$ cat src/rtl/ddr3_rw_pkg.sv
// Shared types for the DDR3 read/write arbiter: FSM states, grant sides, data width.
package ddr3_rw_pkg;

  localparam int unsigned DATA_W = 128;

  typedef enum logic [2:0] {
    StIdle,
    StWrAddr,
    StWrData,
    StRdAddr,
    StRdData
  } state_e;

  typedef enum logic {
    GrantWrite,
    GrantRead
  } grant_e;

endpackage

$ cat src/rtl/ddr3_rw_arbiter_if.sv
// FIFO-side and AXI-style DDR3 user-port signals seen by the read/write arbiter.
interface ddr3_rw_arbiter_if #(
  parameter int unsigned ADDR_W = 28
);
  import ddr3_rw_pkg::*;

  logic              ddr_init_done;
  logic [10:0]       wfifo_rcount;
  logic [DATA_W-1:0] wfifo_dout;
  logic              wfifo_rden;
  logic [10:0]       rfifo_wcount;
  logic [DATA_W-1:0] rfifo_din;
  logic              rfifo_wren;
  logic [ADDR_W-1:0] awaddr;
  logic [3:0]        awlen;
  logic              awvalid;
  logic              awready;
  logic [DATA_W-1:0] wdata;
  logic              wvalid;
  logic              wlast;
  logic              wready;
  logic [ADDR_W-1:0] araddr;
  logic [3:0]        arlen;
  logic              arvalid;
  logic              arready;
  logic [DATA_W-1:0] rdata;
  logic              rvalid;
  logic              rlast;
  logic              rd_err;

  // Arbiter side.
  modport master (
    input  ddr_init_done, wfifo_rcount, wfifo_dout, rfifo_wcount,
    input  awready, wready, arready, rdata, rvalid, rlast,
    output wfifo_rden, rfifo_din, rfifo_wren,
    output awaddr, awlen, awvalid, wdata, wvalid, wlast,
    output araddr, arlen, arvalid, rd_err
  );

  // FIFO pair plus DDR3 controller side.
  modport slave (
    output ddr_init_done, wfifo_rcount, wfifo_dout, rfifo_wcount,
    output awready, wready, arready, rdata, rvalid, rlast,
    input  wfifo_rden, rfifo_din, rfifo_wren,
    input  awaddr, awlen, awvalid, wdata, wvalid, wlast,
    input  araddr, arlen, arvalid, rd_err
  );

endinterface

$ cat src/rtl/ddr3_addr_gen.sv
// Burst address generator: starts at BASE, steps by STEP on each advance pulse and
// wraps back to BASE once the next address would reach BASE+LIMIT.
module ddr3_addr_gen #(
  parameter int unsigned ADDR_W = 28,
  parameter int unsigned BASE   = 0,
  parameter int unsigned STEP   = 128,
  parameter int unsigned LIMIT  = 786432
) (
  input  logic              clk_100,
  input  logic              rst_n,
  input  logic              i_advance,
  output logic [ADDR_W-1:0] o_addr
);

  // One extra bit so the sum cannot overflow before the wrap comparison.
  localparam int unsigned EXT_W = ADDR_W + 1;
  localparam logic [EXT_W-1:0] STEP_X = EXT_W'(STEP);
  localparam logic [EXT_W-1:0] END_X  = EXT_W'(64'(BASE) + 64'(LIMIT));

  logic [ADDR_W-1:0] r_addr;
  logic [EXT_W-1:0]  w_next;

  assign w_next = {1'b0, r_addr} + STEP_X;

  always_ff @(posedge clk_100 or negedge rst_n) begin
    if (!rst_n) begin
      r_addr <= ADDR_W'(BASE);
    end else if (i_advance) begin
      r_addr <= (w_next >= END_X) ? ADDR_W'(BASE) : w_next[ADDR_W-1:0];
    end
  end

  assign o_addr = r_addr;

endmodule

$ cat src/rtl/ddr3_rw_arbiter.sv
// Round-robin mover between the user write/read FIFOs and the DDR3 user port,
// issuing fixed-length bursts with independent wrapping write and read addresses.
module ddr3_rw_arbiter
  import ddr3_rw_pkg::*;
#(
  parameter int unsigned BURST_LEN   = 16,
  parameter int unsigned ADDR_W      = 28,
  parameter int unsigned ADDR_STEP   = 128,
  parameter int unsigned WR_BASE     = 0,
  parameter int unsigned RD_BASE     = 0,
  parameter int unsigned ADDR_LIMIT  = 786432,
  parameter int unsigned RFIFO_DEPTH = 1024
) (
  input logic               clk_100,
  input logic               rst_n,
  ddr3_rw_arbiter_if.master bus
);

  localparam int unsigned      CNT_W     = (BURST_LEN > 1) ? $clog2(BURST_LEN) : 1;
  localparam logic [CNT_W-1:0] CNT_LAST  = CNT_W'(BURST_LEN - 1);
  localparam logic [10:0]      WR_THRESH = 11'(BURST_LEN);
  localparam logic [10:0]      RD_THRESH = 11'(RFIFO_DEPTH - BURST_LEN);

  state_e           r_state;
  grant_e           r_last_grant;
  logic [CNT_W-1:0] r_cnt;
  logic             r_awvalid;
  logic             r_wvalid;
  logic             r_wlast;
  logic             r_arvalid;
  logic             r_rd_err;

  logic              w_wr_req;
  logic              w_rd_req;
  logic              w_cnt_last;
  logic [CNT_W-1:0]  w_cnt_next;
  logic              w_wr_beat;
  logic              w_rd_beat;
  logic              w_wr_adv;
  logic              w_rd_adv;
  logic [ADDR_W-1:0] w_wr_addr;
  logic [ADDR_W-1:0] w_rd_addr;

  assign w_wr_req   = bus.ddr_init_done && (bus.wfifo_rcount >= WR_THRESH);
  assign w_rd_req   = bus.ddr_init_done && (bus.rfifo_wcount <= RD_THRESH);
  assign w_cnt_last = (r_cnt == CNT_LAST);
  assign w_cnt_next = r_cnt + CNT_W'(1);
  assign w_wr_beat  = (r_state == StWrData) && r_wvalid && bus.wready;
  assign w_rd_beat  = (r_state == StRdData) && bus.rvalid;
  // A read burst closes on rlast or on the expected final beat, whichever comes first.
  assign w_rd_adv   = w_rd_beat && (bus.rlast || w_cnt_last);
  assign w_wr_adv   = w_wr_beat && r_wlast;

  ddr3_addr_gen #(
    .ADDR_W (ADDR_W),
    .BASE   (WR_BASE),
    .STEP   (ADDR_STEP),
    .LIMIT  (ADDR_LIMIT)
  ) u_wr_addr_gen (
    .clk_100   (clk_100),
    .rst_n     (rst_n),
    .i_advance (w_wr_adv),
    .o_addr    (w_wr_addr)
  );

  ddr3_addr_gen #(
    .ADDR_W (ADDR_W),
    .BASE   (RD_BASE),
    .STEP   (ADDR_STEP),
    .LIMIT  (ADDR_LIMIT)
  ) u_rd_addr_gen (
    .clk_100   (clk_100),
    .rst_n     (rst_n),
    .i_advance (w_rd_adv),
    .o_addr    (w_rd_addr)
  );

  always_ff @(posedge clk_100 or negedge rst_n) begin
    if (!rst_n) begin
      r_state      <= StIdle;
      r_last_grant <= GrantRead;
      r_cnt        <= '0;
      r_awvalid    <= 1'b0;
      r_wvalid     <= 1'b0;
      r_wlast      <= 1'b0;
      r_arvalid    <= 1'b0;
      r_rd_err     <= 1'b0;
    end else begin
      unique case (r_state)
        StIdle: begin
          // With both sides requesting, the side not served last wins.
          if (w_wr_req && (!w_rd_req || (r_last_grant == GrantRead))) begin
            r_state      <= StWrAddr;
            r_awvalid    <= 1'b1;
            r_last_grant <= GrantWrite;
          end else if (w_rd_req) begin
            r_state      <= StRdAddr;
            r_arvalid    <= 1'b1;
            r_last_grant <= GrantRead;
          end
        end
        StWrAddr: begin
          if (bus.awready) begin
            r_state   <= StWrData;
            r_awvalid <= 1'b0;
            r_wvalid  <= 1'b1;
            r_wlast   <= (CNT_LAST == '0);
          end
        end
        StWrData: begin
          if (bus.wready) begin
            if (r_wlast) begin
              r_state  <= StIdle;
              r_wvalid <= 1'b0;
              r_wlast  <= 1'b0;
              r_cnt    <= '0;
            end else begin
              r_cnt   <= w_cnt_next;
              r_wlast <= (w_cnt_next == CNT_LAST);
            end
          end
        end
        StRdAddr: begin
          if (bus.arready) begin
            r_state   <= StRdData;
            r_arvalid <= 1'b0;
          end
        end
        StRdData: begin
          if (bus.rvalid) begin
            if (bus.rlast || w_cnt_last) begin
              r_state <= StIdle;
              r_cnt   <= '0;
              if (bus.rlast != w_cnt_last) begin
                r_rd_err <= 1'b1;
              end
            end else begin
              r_cnt <= w_cnt_next;
            end
          end
        end
        default: r_state <= StIdle;
      endcase
    end
  end

  assign bus.awaddr     = w_wr_addr;
  assign bus.awlen      = 4'(BURST_LEN - 1);
  assign bus.awvalid    = r_awvalid;
  assign bus.wdata      = bus.wfifo_dout;
  assign bus.wvalid     = r_wvalid;
  assign bus.wlast      = r_wlast;
  assign bus.wfifo_rden = r_wvalid && bus.wready;
  assign bus.araddr     = w_rd_addr;
  assign bus.arlen      = 4'(BURST_LEN - 1);
  assign bus.arvalid    = r_arvalid;
  assign bus.rfifo_wren = w_rd_beat;
  assign bus.rfifo_din  = bus.rdata;
  assign bus.rd_err     = r_rd_err;

endmodule
$ cat src/flat_wrapper.sv
// flat-port wrapper written by rule: the top's interface ports become plain ports
module ddr3_rw_arbiter_flat import ddr3_rw_pkg::*;
#(
  parameter int unsigned BURST_LEN   = 16,
  parameter int unsigned ADDR_W      = 28,
  parameter int unsigned ADDR_STEP   = 128,
  parameter int unsigned WR_BASE     = 0,
  parameter int unsigned RD_BASE     = 0,
  parameter int unsigned ADDR_LIMIT  = 786432,
  parameter int unsigned RFIFO_DEPTH = 1024
)
  (clk_100, rst_n, bus_ddr_init_done, bus_wfifo_rcount, bus_wfifo_dout, bus_rfifo_wcount, bus_awready, bus_wready, bus_arready, bus_rdata, bus_rvalid, bus_rlast, bus_wfifo_rden, bus_rfifo_din, bus_rfifo_wren, bus_awaddr, bus_awlen, bus_awvalid, bus_wdata, bus_wvalid, bus_wlast, bus_araddr, bus_arlen, bus_arvalid, bus_rd_err);
  ddr3_rw_arbiter_if #(.ADDR_W(ADDR_W)) bus_i ();
  input logic clk_100;
  input logic rst_n;
  input wire logic [$bits(bus_i.ddr_init_done)-1:0] bus_ddr_init_done;
  input wire logic [$bits(bus_i.wfifo_rcount)-1:0] bus_wfifo_rcount;
  input wire logic [$bits(bus_i.wfifo_dout)-1:0] bus_wfifo_dout;
  input wire logic [$bits(bus_i.rfifo_wcount)-1:0] bus_rfifo_wcount;
  input wire logic [$bits(bus_i.awready)-1:0] bus_awready;
  input wire logic [$bits(bus_i.wready)-1:0] bus_wready;
  input wire logic [$bits(bus_i.arready)-1:0] bus_arready;
  input wire logic [$bits(bus_i.rdata)-1:0] bus_rdata;
  input wire logic [$bits(bus_i.rvalid)-1:0] bus_rvalid;
  input wire logic [$bits(bus_i.rlast)-1:0] bus_rlast;
  output wire logic [$bits(bus_i.wfifo_rden)-1:0] bus_wfifo_rden;
  output wire logic [$bits(bus_i.rfifo_din)-1:0] bus_rfifo_din;
  output wire logic [$bits(bus_i.rfifo_wren)-1:0] bus_rfifo_wren;
  output wire logic [$bits(bus_i.awaddr)-1:0] bus_awaddr;
  output wire logic [$bits(bus_i.awlen)-1:0] bus_awlen;
  output wire logic [$bits(bus_i.awvalid)-1:0] bus_awvalid;
  output wire logic [$bits(bus_i.wdata)-1:0] bus_wdata;
  output wire logic [$bits(bus_i.wvalid)-1:0] bus_wvalid;
  output wire logic [$bits(bus_i.wlast)-1:0] bus_wlast;
  output wire logic [$bits(bus_i.araddr)-1:0] bus_araddr;
  output wire logic [$bits(bus_i.arlen)-1:0] bus_arlen;
  output wire logic [$bits(bus_i.arvalid)-1:0] bus_arvalid;
  output wire logic [$bits(bus_i.rd_err)-1:0] bus_rd_err;
  assign bus_i.ddr_init_done = bus_ddr_init_done;
  assign bus_i.wfifo_rcount = bus_wfifo_rcount;
  assign bus_i.wfifo_dout = bus_wfifo_dout;
  assign bus_i.rfifo_wcount = bus_rfifo_wcount;
  assign bus_i.awready = bus_awready;
  assign bus_i.wready = bus_wready;
  assign bus_i.arready = bus_arready;
  assign bus_i.rdata = bus_rdata;
  assign bus_i.rvalid = bus_rvalid;
  assign bus_i.rlast = bus_rlast;
  assign bus_wfifo_rden = bus_i.wfifo_rden;
  assign bus_rfifo_din = bus_i.rfifo_din;
  assign bus_rfifo_wren = bus_i.rfifo_wren;
  assign bus_awaddr = bus_i.awaddr;
  assign bus_awlen = bus_i.awlen;
  assign bus_awvalid = bus_i.awvalid;
  assign bus_wdata = bus_i.wdata;
  assign bus_wvalid = bus_i.wvalid;
  assign bus_wlast = bus_i.wlast;
  assign bus_araddr = bus_i.araddr;
  assign bus_arlen = bus_i.arlen;
  assign bus_arvalid = bus_i.arvalid;
  assign bus_rd_err = bus_i.rd_err;
  ddr3_rw_arbiter #(.BURST_LEN(BURST_LEN), .ADDR_W(ADDR_W), .ADDR_STEP(ADDR_STEP), .WR_BASE(WR_BASE), .RD_BASE(RD_BASE), .ADDR_LIMIT(ADDR_LIMIT), .RFIFO_DEPTH(RFIFO_DEPTH)) u_core (.clk_100(clk_100), .rst_n(rst_n), .bus(bus_i));
endmodule
$ cat config.mk
export PLATFORM = sky130hd
export DESIGN_NAME = ddr3_rw_arbiter_flat
export DESIGN_NICKNAME = d
export VERILOG_FILES = /design/src/rtl/ddr3_rw_pkg.sv /design/src/rtl/ddr3_rw_arbiter_if.sv /design/src/rtl/ddr3_addr_gen.sv /design/src/rtl/ddr3_rw_arbiter.sv /design/src/flat_wrapper.sv
export SDC_FILE = /design/constraint.sdc
export NUM_CORES = 1
export LEC_CHECK = 0
export ABC_AREA = 1
export BUFFER_PORTS_ARGS = -buffer_cell sky130_fd_sc_hd__buf_2
export CAP_MARGIN = 20
export CORE_AREA = 2 2 242 244
export CTS_CLUSTER_DIAMETER = 80
export DETAILED_ROUTE_END_ITERATION = 8
export DIE_AREA = 0 0 244 246
export PLACE_DENSITY_LB_ADDON = 0.15
export SYNTH_ARGS = -nofsm -noshare
export SYNTH_HDL_FRONTEND = slang
export SYNTH_SLANG_ARGS = --single-unit
$ cat constraint.sdc
create_clock -name clk_100 -period 5 [get_ports clk_100]
set_clock_uncertainty 0.2 [all_clocks]
set_input_delay 1 -clock clk_100 [delete_from_list [all_inputs] [get_ports clk_100]]
set_output_delay 1 -clock clk_100 [all_outputs]
set_load 0.02 [all_outputs]
==> impl_metrics.env, run 1 <==
export IMPL_fillers=6735
export IMPL_placed_cells=1330
export IMPL_multi_input_area_um2=1990
export IMPL_hold_path_class="flop to flop"
export IMPL_fin_util_pct=8.89
export IMPL_synth_top_cell_by_area="buf_4"
export IMPL_drc=0
export IMPL_die_h_um=246
export IMPL_timing_hold_ws_ns=0.276
export IMPL_instances_no_fill=1338
export IMPL_ys_seq_area_share_pct=24.3
export IMPL_cts_buffers=5
export IMPL_maxCapViolCount=0
export IMPL_layout_drive_gt1_share_pct=26.0
export IMPL_holdPathStages=1
export IMPL_start_util_pct=9.89
export IMPL_r2r_cells=9
export IMPL_dp_hpwl_um=18200
export IMPL_post_place_ws_ns=1.65
export IMPL_total_leakage_power_nw=2.11
export IMPL_worstSkewPairLatency_ns=0.34
export IMPL_port_buffers=74
export IMPL_ir_worst_vdd_mv=0.125
export IMPL_cts_repair_resized=0
export IMPL_r2r_slack_ns=2.20
export IMPL_regArea_um2=1380
export IMPL_cts_root_buf="clkbuf_16"
export IMPL_cts_tree="built"
export IMPL_die_area_um2=60000
export IMPL_antenna_cells_inserted=0
export IMPL_p_total_mw=1.62
export IMPL_drt_initial_drc_count=161
export IMPL_crit_fanout=20
export IMPL_track_usage_pct=7.24
export IMPL_critPathKind="primary input to flop"
export IMPL_grt_ovfl_total=0
export IMPL_post_drt_wl_per_cell_um=16.4
export IMPL_syn2layout_area_growth_pct=-10.2
export IMPL_first_pass_iters=4
export IMPL_min_to="u_core.bus.rd_err"
export IMPL_wirelength_um=22000
export IMPL_synth_cell_type_count=36
export IMPL_slew_viol_final=0
export IMPL_outcome="finished clean"
export IMPL_relSlewSlack_pct=39.4
export IMPL_ys_warn_count=0
export IMPL_ctsHoldBuffers=0
export IMPL_worst_slack_ns=2.11
export IMPL_post_cts_buffers=0
export IMPL_grt_antenna_before_repair=0
export IMPL_fin_setup_tns_ns=0
export IMPL_syn_area_per_cell_um2=7.53
export IMPL_die_w_um=244
export IMPL_clkTransAtPathRegs_ns=0.09
export IMPL_cts_sinks=55
export IMPL_crit_path_end_kind="flop"
export IMPL_synthCells=754
export IMPL_rsz0062_at_grt="no"
export IMPL_finalSetupViolCount=0
export IMPL_dpl_cell_area_um2=4940
export IMPL_powerDensity_nw_per_um2=318
export IMPL_grt_pass1_vias=3882
export IMPL_worst_r2r_startpoint="u_core.r_cnt[1]"
export IMPL_ctsLongestPathBuffers=2
export IMPL_tightest_slew_ns=0.907
export IMPL_cp_start_kind="primary input"
export IMPL_core_rowCount=88
export IMPL_synth_top_area_share_pct=36.9
export IMPL_grt_max_degree=56
export IMPL_timing_final_crit_share_pct=57.8
export IMPL_via_per_inst=2.74
export IMPL_cp_data_arrival_time_ns=2.90
export IMPL_ys_top_cells_by_area="buf_4, dfrtp_1, nand2_1"
export IMPL_core_um2=57400
export IMPL_ys_seq_elements=55
export IMPL_io_pin_count=613
export IMPL_min_from="u_core.bus.rd_err"
export IMPL_vias=3664
export IMPL_required_ns=5.01
export IMPL_postRouteAntennaNets=0
export IMPL_fmax_mhz=346
export IMPL_period_minus_slack_ns=2.89
export IMPL_hold_viol=0
export IMPL_synth_area_um2=5680
export IMPL_stdcell_area_um2=5100
export IMPL_final_nets=863
export IMPL_grt_pass1_wl_um=30300
export IMPL_gp_congestion=0.678
export IMPL_rr_endpoint="u_core.u_rd_addr_gen.o_addr[13]"
export IMPL_cts_max_level=2
[critical path, stage by stage]
cell     delay [ns]
buf_2          0.08
inv_1          0.04
ha_1           0.18
inv_1          0.12
nand2_1        0.55
inv_2          0.58
nand2_1        0.12
xor2_1         0.18
a21oi_2        0.04
[registers in the layout, summed over array words and instances (netlist names)]
name and cells:
u_core.bus.rd_err 1, u_core.r_cnt 4, u_core.bus.awvalid 1, u_core.r_state 3, u_core.bus.arvalid 1, u_core.u_rd_addr_gen.o_addr 21, u_core.r_last_grant 1, u_core.bus.wvalid 1
u_core.bus.wlast 1, u_core.u_wr_addr_gen.o_addr 21
[layout by cell type, fill, tap and decap left out, types with 2 or more instances in the layout]
master	netlist	layout
dfrtp_1	54	54
o21ai_0	17	17
nand3_1	24	24
inv_1	57	57
nand3_2	4	4
nor4_1	2	2
a21oi_2	18	18
nor2_1	60	60
buf_2	0	74
xor2_1	10	10
o21ai_2	2	2
buf_4	279	2
nor2_2	8	8
nand4_1	10	10
nor2_4	12	12
nor3_1	7	7
a21oi_1	7	7
inv_2	4	4
ha_1	5	5
nand2_4	2	2
conb_1	2	22
clkbuf_16	0	5
nand2_2	10	10
nand2_1	128	128
xnor2_1	12	12
o21bai_1	4	4
[where the power goes]
group / total, mW / switching [mW] / internal [mW]
clock: 0.415 / 0.220 / 0.195
combinational: 0.558 / 0.379 / 0.178
sequential: 0.649 / 0.114 / 0.535
total: 1.62 / 0.713 / 0.908
[Yosys cell counts (all sizes together)]
cell type  count
nand3         29
xor2          10
dfrtp         54
nand4         10
nor4           2
xnor2         12
a21boi         1
a31o           1
buf          284
clkbuf         1
nor3           8
nand3b         1
inv           61
o21ai         20
ha             5
o21bai         4
conb           2
nand2        140
or2            1
mux2i          1
dfstp          1
nor2          80
o31ai          1
a21oi         25
[metal layers]
| metal | track usage (%) | routed length, um | up-vias |
|---|---|---|---|
| li1 | - | - | 1665 |
| met1 | 7.00 | 7580 | 1612 |
| met2 | 11.0 | 9800 | 291 |
| met3 | 5.21 | 3300 | 94 |
| met4 | 4.41 | 1250 | 2 |
| met5 | 0.899 | 77 | - |
[how the worst max path moves through the flow]
stage | startpoint | to | slack [ns] | depth (start not counted)
2_1_floorplan | bus_rvalid | bus_rfifo_wren | 2.51 | 2
3_3_place_gp | bus_rlast | u_core.u_rd_addr_gen.o_addr[13] | 1.64 | 9
5_1_grt | u_core.r_cnt[1] | u_core.u_rd_addr_gen.o_addr[13] | 1.85 | 9
3_5_place_dp | bus_rlast | u_core.u_rd_addr_gen.o_addr[13] | 1.65 | 9
4_1_cts | bus_rlast | u_core.u_rd_addr_gen.o_addr[13] | 2.03 | 9
6_report | bus_rlast | u_core.u_rd_addr_gen.o_addr[13] | 2.11 | 9
[cell type report]
type	count	share of cell area [%]
Multi-Input combinational cell	373	39.0
Sequential cell	55	27.0
Tap cell	765	18.8
Timing Repair Buffer	76	7.56
Inverter	61	4.49
Clock buffer	5	2.45
Clock inverter	3	0.663
[logic make-up after synthesis]
kind of cell	count (synthesis)	synth area share, %
buffers and inverters	346	42.0
xor gates and xnor gates	22	3.39
AOI/OAI and AO/OA	52	6.24
adders and majority gates	5	1.10
muxes	1	0.176
other	2	0.132
DFF	55	24.3
and+or+nand+nor	271	22.7
Power figures use the tool's default switching activity.
==> inputs of run 2 (changes only) <==
Settings changed: ABC_AREA 1 to 0, CORE_AREA 2 2 242 244 to 2 2 240 242, DIE_AREA 0 0 244 246 to 0 0 242 244.
Clock period 5 ns to 2.5 ns, I/O delays scaled along.
==> run 2 against run 1 <==
The flow now finishes with violations (negative setup slack). Setup slack got worse by 2.1 ns. Routed wire length decreased by 17%. Flip-flop and latch count unchanged. Clock-buffer cell count did not move. Total power is 95% higher. Synthesized area decreased by 3.5%. Register-to-register slack worse by 2.2 ns. Global-route usage shrank 1.1 points. Sequential power rose by 79%. Die area down 1.6%.
==> impl_metrics.env, run 2 <==
export IMPL_ys_warn_count=0
export IMPL_cp_data_arrival_time_ns=2.60
export IMPL_cts_tree="built"
export IMPL_crit_path_end_kind="flop"
export IMPL_layout_drive_gt1_share_pct=35.9
export IMPL_worstSkewPairLatency_ns=0.32
export IMPL_syn_area_per_cell_um2=8.15
export IMPL_powerDensity_nw_per_um2=569
export IMPL_die_area_um2=59000
export IMPL_path_cells="nand3_2 -> or4_4 -> or4b_4 -> a22oi_4 -> nand3_4 -> buf_6 -> a21oi_2 -> a21o_1"
export IMPL_total_leakage_power_nw=2.24
export IMPL_stdcell_area_um2=5550
export IMPL_fmax_mhz=395
export IMPL_grt_ovfl_total=0
export IMPL_track_usage_pct=6.09
export IMPL_syn2layout_area_growth_pct=1.35
export IMPL_grtUsageMet2_pct=9.51
export IMPL_cts_buffers=5
export IMPL_instances_no_fill=1308
export IMPL_synth_ff_type="dfrtp_1"
export IMPL_maxCapViolCount=0
export IMPL_clkTransAtPathRegs_ns=0.08
export IMPL_synth_top_area_share_pct=38.1
export IMPL_hold_viol=0
export IMPL_synth_async_sr_flop_share_pct=100
export IMPL_grt_max_degree=56
export IMPL_synthCells=672
export IMPL_busiest_layer="met2"
export IMPL_multi_input_area_um2=2010
export IMPL_holdPathStages=2
export IMPL_crit_fanout=5
export IMPL_cp_start_kind="flop"
export IMPL_r2r_cells=8
export IMPL_vias=3825
export IMPL_cts_sinks=55
export IMPL_worst_slack_ns=-0.0325
export IMPL_placed_cells=1295
export IMPL_core_rowCount=87
export IMPL_dpl_cell_area_um2=5280
export IMPL_final_nets=842
export IMPL_final_cell_mix="buf_2, buf_4, nand2_1"
export IMPL_wirelength_um=18400
export IMPL_fin_setup_tns_ns=-0.137
export IMPL_ctsLongestPathBuffers=2
export IMPL_hold_path_class="primary input to flop"
export IMPL_cts_root_buf="clkbuf_16"
export IMPL_io_pin_count=613
export IMPL_synth_common_cells="buf_4, dfrtp_1, nand2_1, nand3_1"
export IMPL_dp_hpwl_um=14700
export IMPL_critPathKind="flop to flop"
export IMPL_grt_pass1_wl_um=27100
export IMPL_port_buffers=74
export IMPL_synth_cell_type_count=60
export IMPL_relSlewSlack_pct=64.6
export IMPL_switching_power_mw=1.17
export IMPL_grt_pass1_vias=4034
export IMPL_via_per_inst=2.92
export IMPL_critPathSlowestCell="or4_4"
export IMPL_ir_worst_vdd_mv=0.304
export IMPL_rsz0062_at_grt="yes"
export IMPL_ys_seq_elements=55
export IMPL_synthMostInstantiatedCell="buf_4"
export IMPL_p_clk_share_pct=31.6
export IMPL_required_ns=2.56
export IMPL_regArea_um2=1400
export IMPL_slew_viol_final=0
export IMPL_p_sw_share_pct=37.1
export IMPL_grt_use_met3_pct=3.40
export IMPL_violations="negative setup slack"
export IMPL_slowest_delay_ns=0.55
export IMPL_antenna_cells_inserted=0
export IMPL_synth_top_cell_by_area="buf_4"
export IMPL_outcome="complete, but fails checks"
export IMPL_postRouteAntennaNets=0
export IMPL_start_util_pct=9.75
export IMPL_synth_edff_count=0
export IMPL_final_common_cell="buf_2"
export IMPL_gp_congestion=0.677
export IMPL_tightest_slew_ns=0.524
export IMPL_cts_max_level=2
export IMPL_p_total_mw=3.16
export IMPL_post_drt_wl_per_cell_um=14.0
export IMPL_die_w_um=242
export IMPL_grt_use_met1_pct=6.95
export IMPL_ys_seq_area_share_pct=25.1
export IMPL_finalSetupViolCount=10
export IMPL_die_h_um=244
export IMPL_synth_area_um2=5480
export IMPL_grt_antenna_before_repair=0
export IMPL_timing_final_crit_share_pct=101
export IMPL_seqPwrFrac_pct=36.9
export IMPL_first_pass_iters=4
export IMPL_pwr_share_comb_pct=31.5
export IMPL_core_um2=56200
export IMPL_fillers=6614
export IMPL_post_place_ws_ns=-0.135
export IMPL_p_int_mw=1.99
export IMPL_drc=0
export IMPL_period_minus_slack_ns=2.53
export IMPL_drt_initial_drc_count=148
export IMPL_ys_top_cells_by_area="buf_4, dfrtp_1, nand2_1"
[run 2: logic make-up (layout without fill, tap and decap cells)]
logic type / Yosys count / after routing / synth area share [%]
other cells: 2 / 22 / 0.137
fa+ha+maj: 5 / 5 / 1.14
compound gates: 88 / 88 / 11.5
mux: 3 / 3 / 0.571
flops: 55 / 55 / 25.1
xor+xnor: 5 / 5 / 0.800
simple gates: 206 / 206 / 20.4
buf+inv: 308 / 168 / 40.3
[run 2: final timing paths]
check	from	endpoint	slack, ns
setup / recovery	u_core.u_wr_addr_gen.o_addr[15]	u_core.u_wr_addr_gen.o_addr[10]	-0.03
hold / removal	bus_arready	u_core.bus.arvalid	0.21
setup reg to reg	u_core.u_wr_addr_gen.o_addr[15]	u_core.u_wr_addr_gen.o_addr[10]	-0.03
hold reg to reg	u_core.bus.awvalid	u_core.bus.awvalid	0.32
max in group asynchronous	rst_n	u_core.u_rd_addr_gen.o_addr[17]	1.25
min in group asynchronous	rst_n	u_core.u_wr_addr_gen.o_addr[15]	0.49
[run 2: layer usage]
layer	vias to the layer above	share of wire (%)
met2	247	45
met4	2	2.8
li1	1746	-
met1	1760	41
met3	70	10
met5	-	0.22
[run 2: final cells by class]
cell class,count,share of cell area (%)
inverter,11,0.744
clock buffer,5,2.25
timing repair buffer,149,17.4
clock inverter,3,1.22
sequential,55,25.1
tap,756,17.0
multi-input combinational,329,36.2
[run 2: what timing repair did]
item / 4_1_cts / 5_1_grt
pin swaps: 3 / 8
endpoints found under the hold margin: 4 / 0
gates resized for setup: 7 / 3
buffers inserted: 1 / 3
setup endpoints to repair: 15 / 25
hold buffers: 1 / 0
[run 2: critical path, delay by kind of cell (launching register included)]
kind,cells,cell delay (ns)
AND/OR/NAND/NOR,4,1.30
AO/OA/AOI/OAI,3,0.41
flip-flops,1,0.39
buffers and inverters,1,0.17
[run 2: power by group through the flow]
stage	sequential [mW]	clock, mW	combinational, mW
2_1_floorplan	1.23	0	1.11
3_3_place_gp	1.19	0	1.00
3_5_place_dp	1.18	0	1.00
4_1_cts	1.17	1.04	1.01
5_1_grt	1.19	1.07	1.12
6_report	1.16	0.999	0.996
[run 2: through the flow]
step                util, %  hold slack [ns]
detailed placement     9.39            0.306
global placement       9.39            0.306
floorplan                 -          0.00441
finish                 9.88            0.212
global route           9.88            0.211
CTS                    9.83            0.210
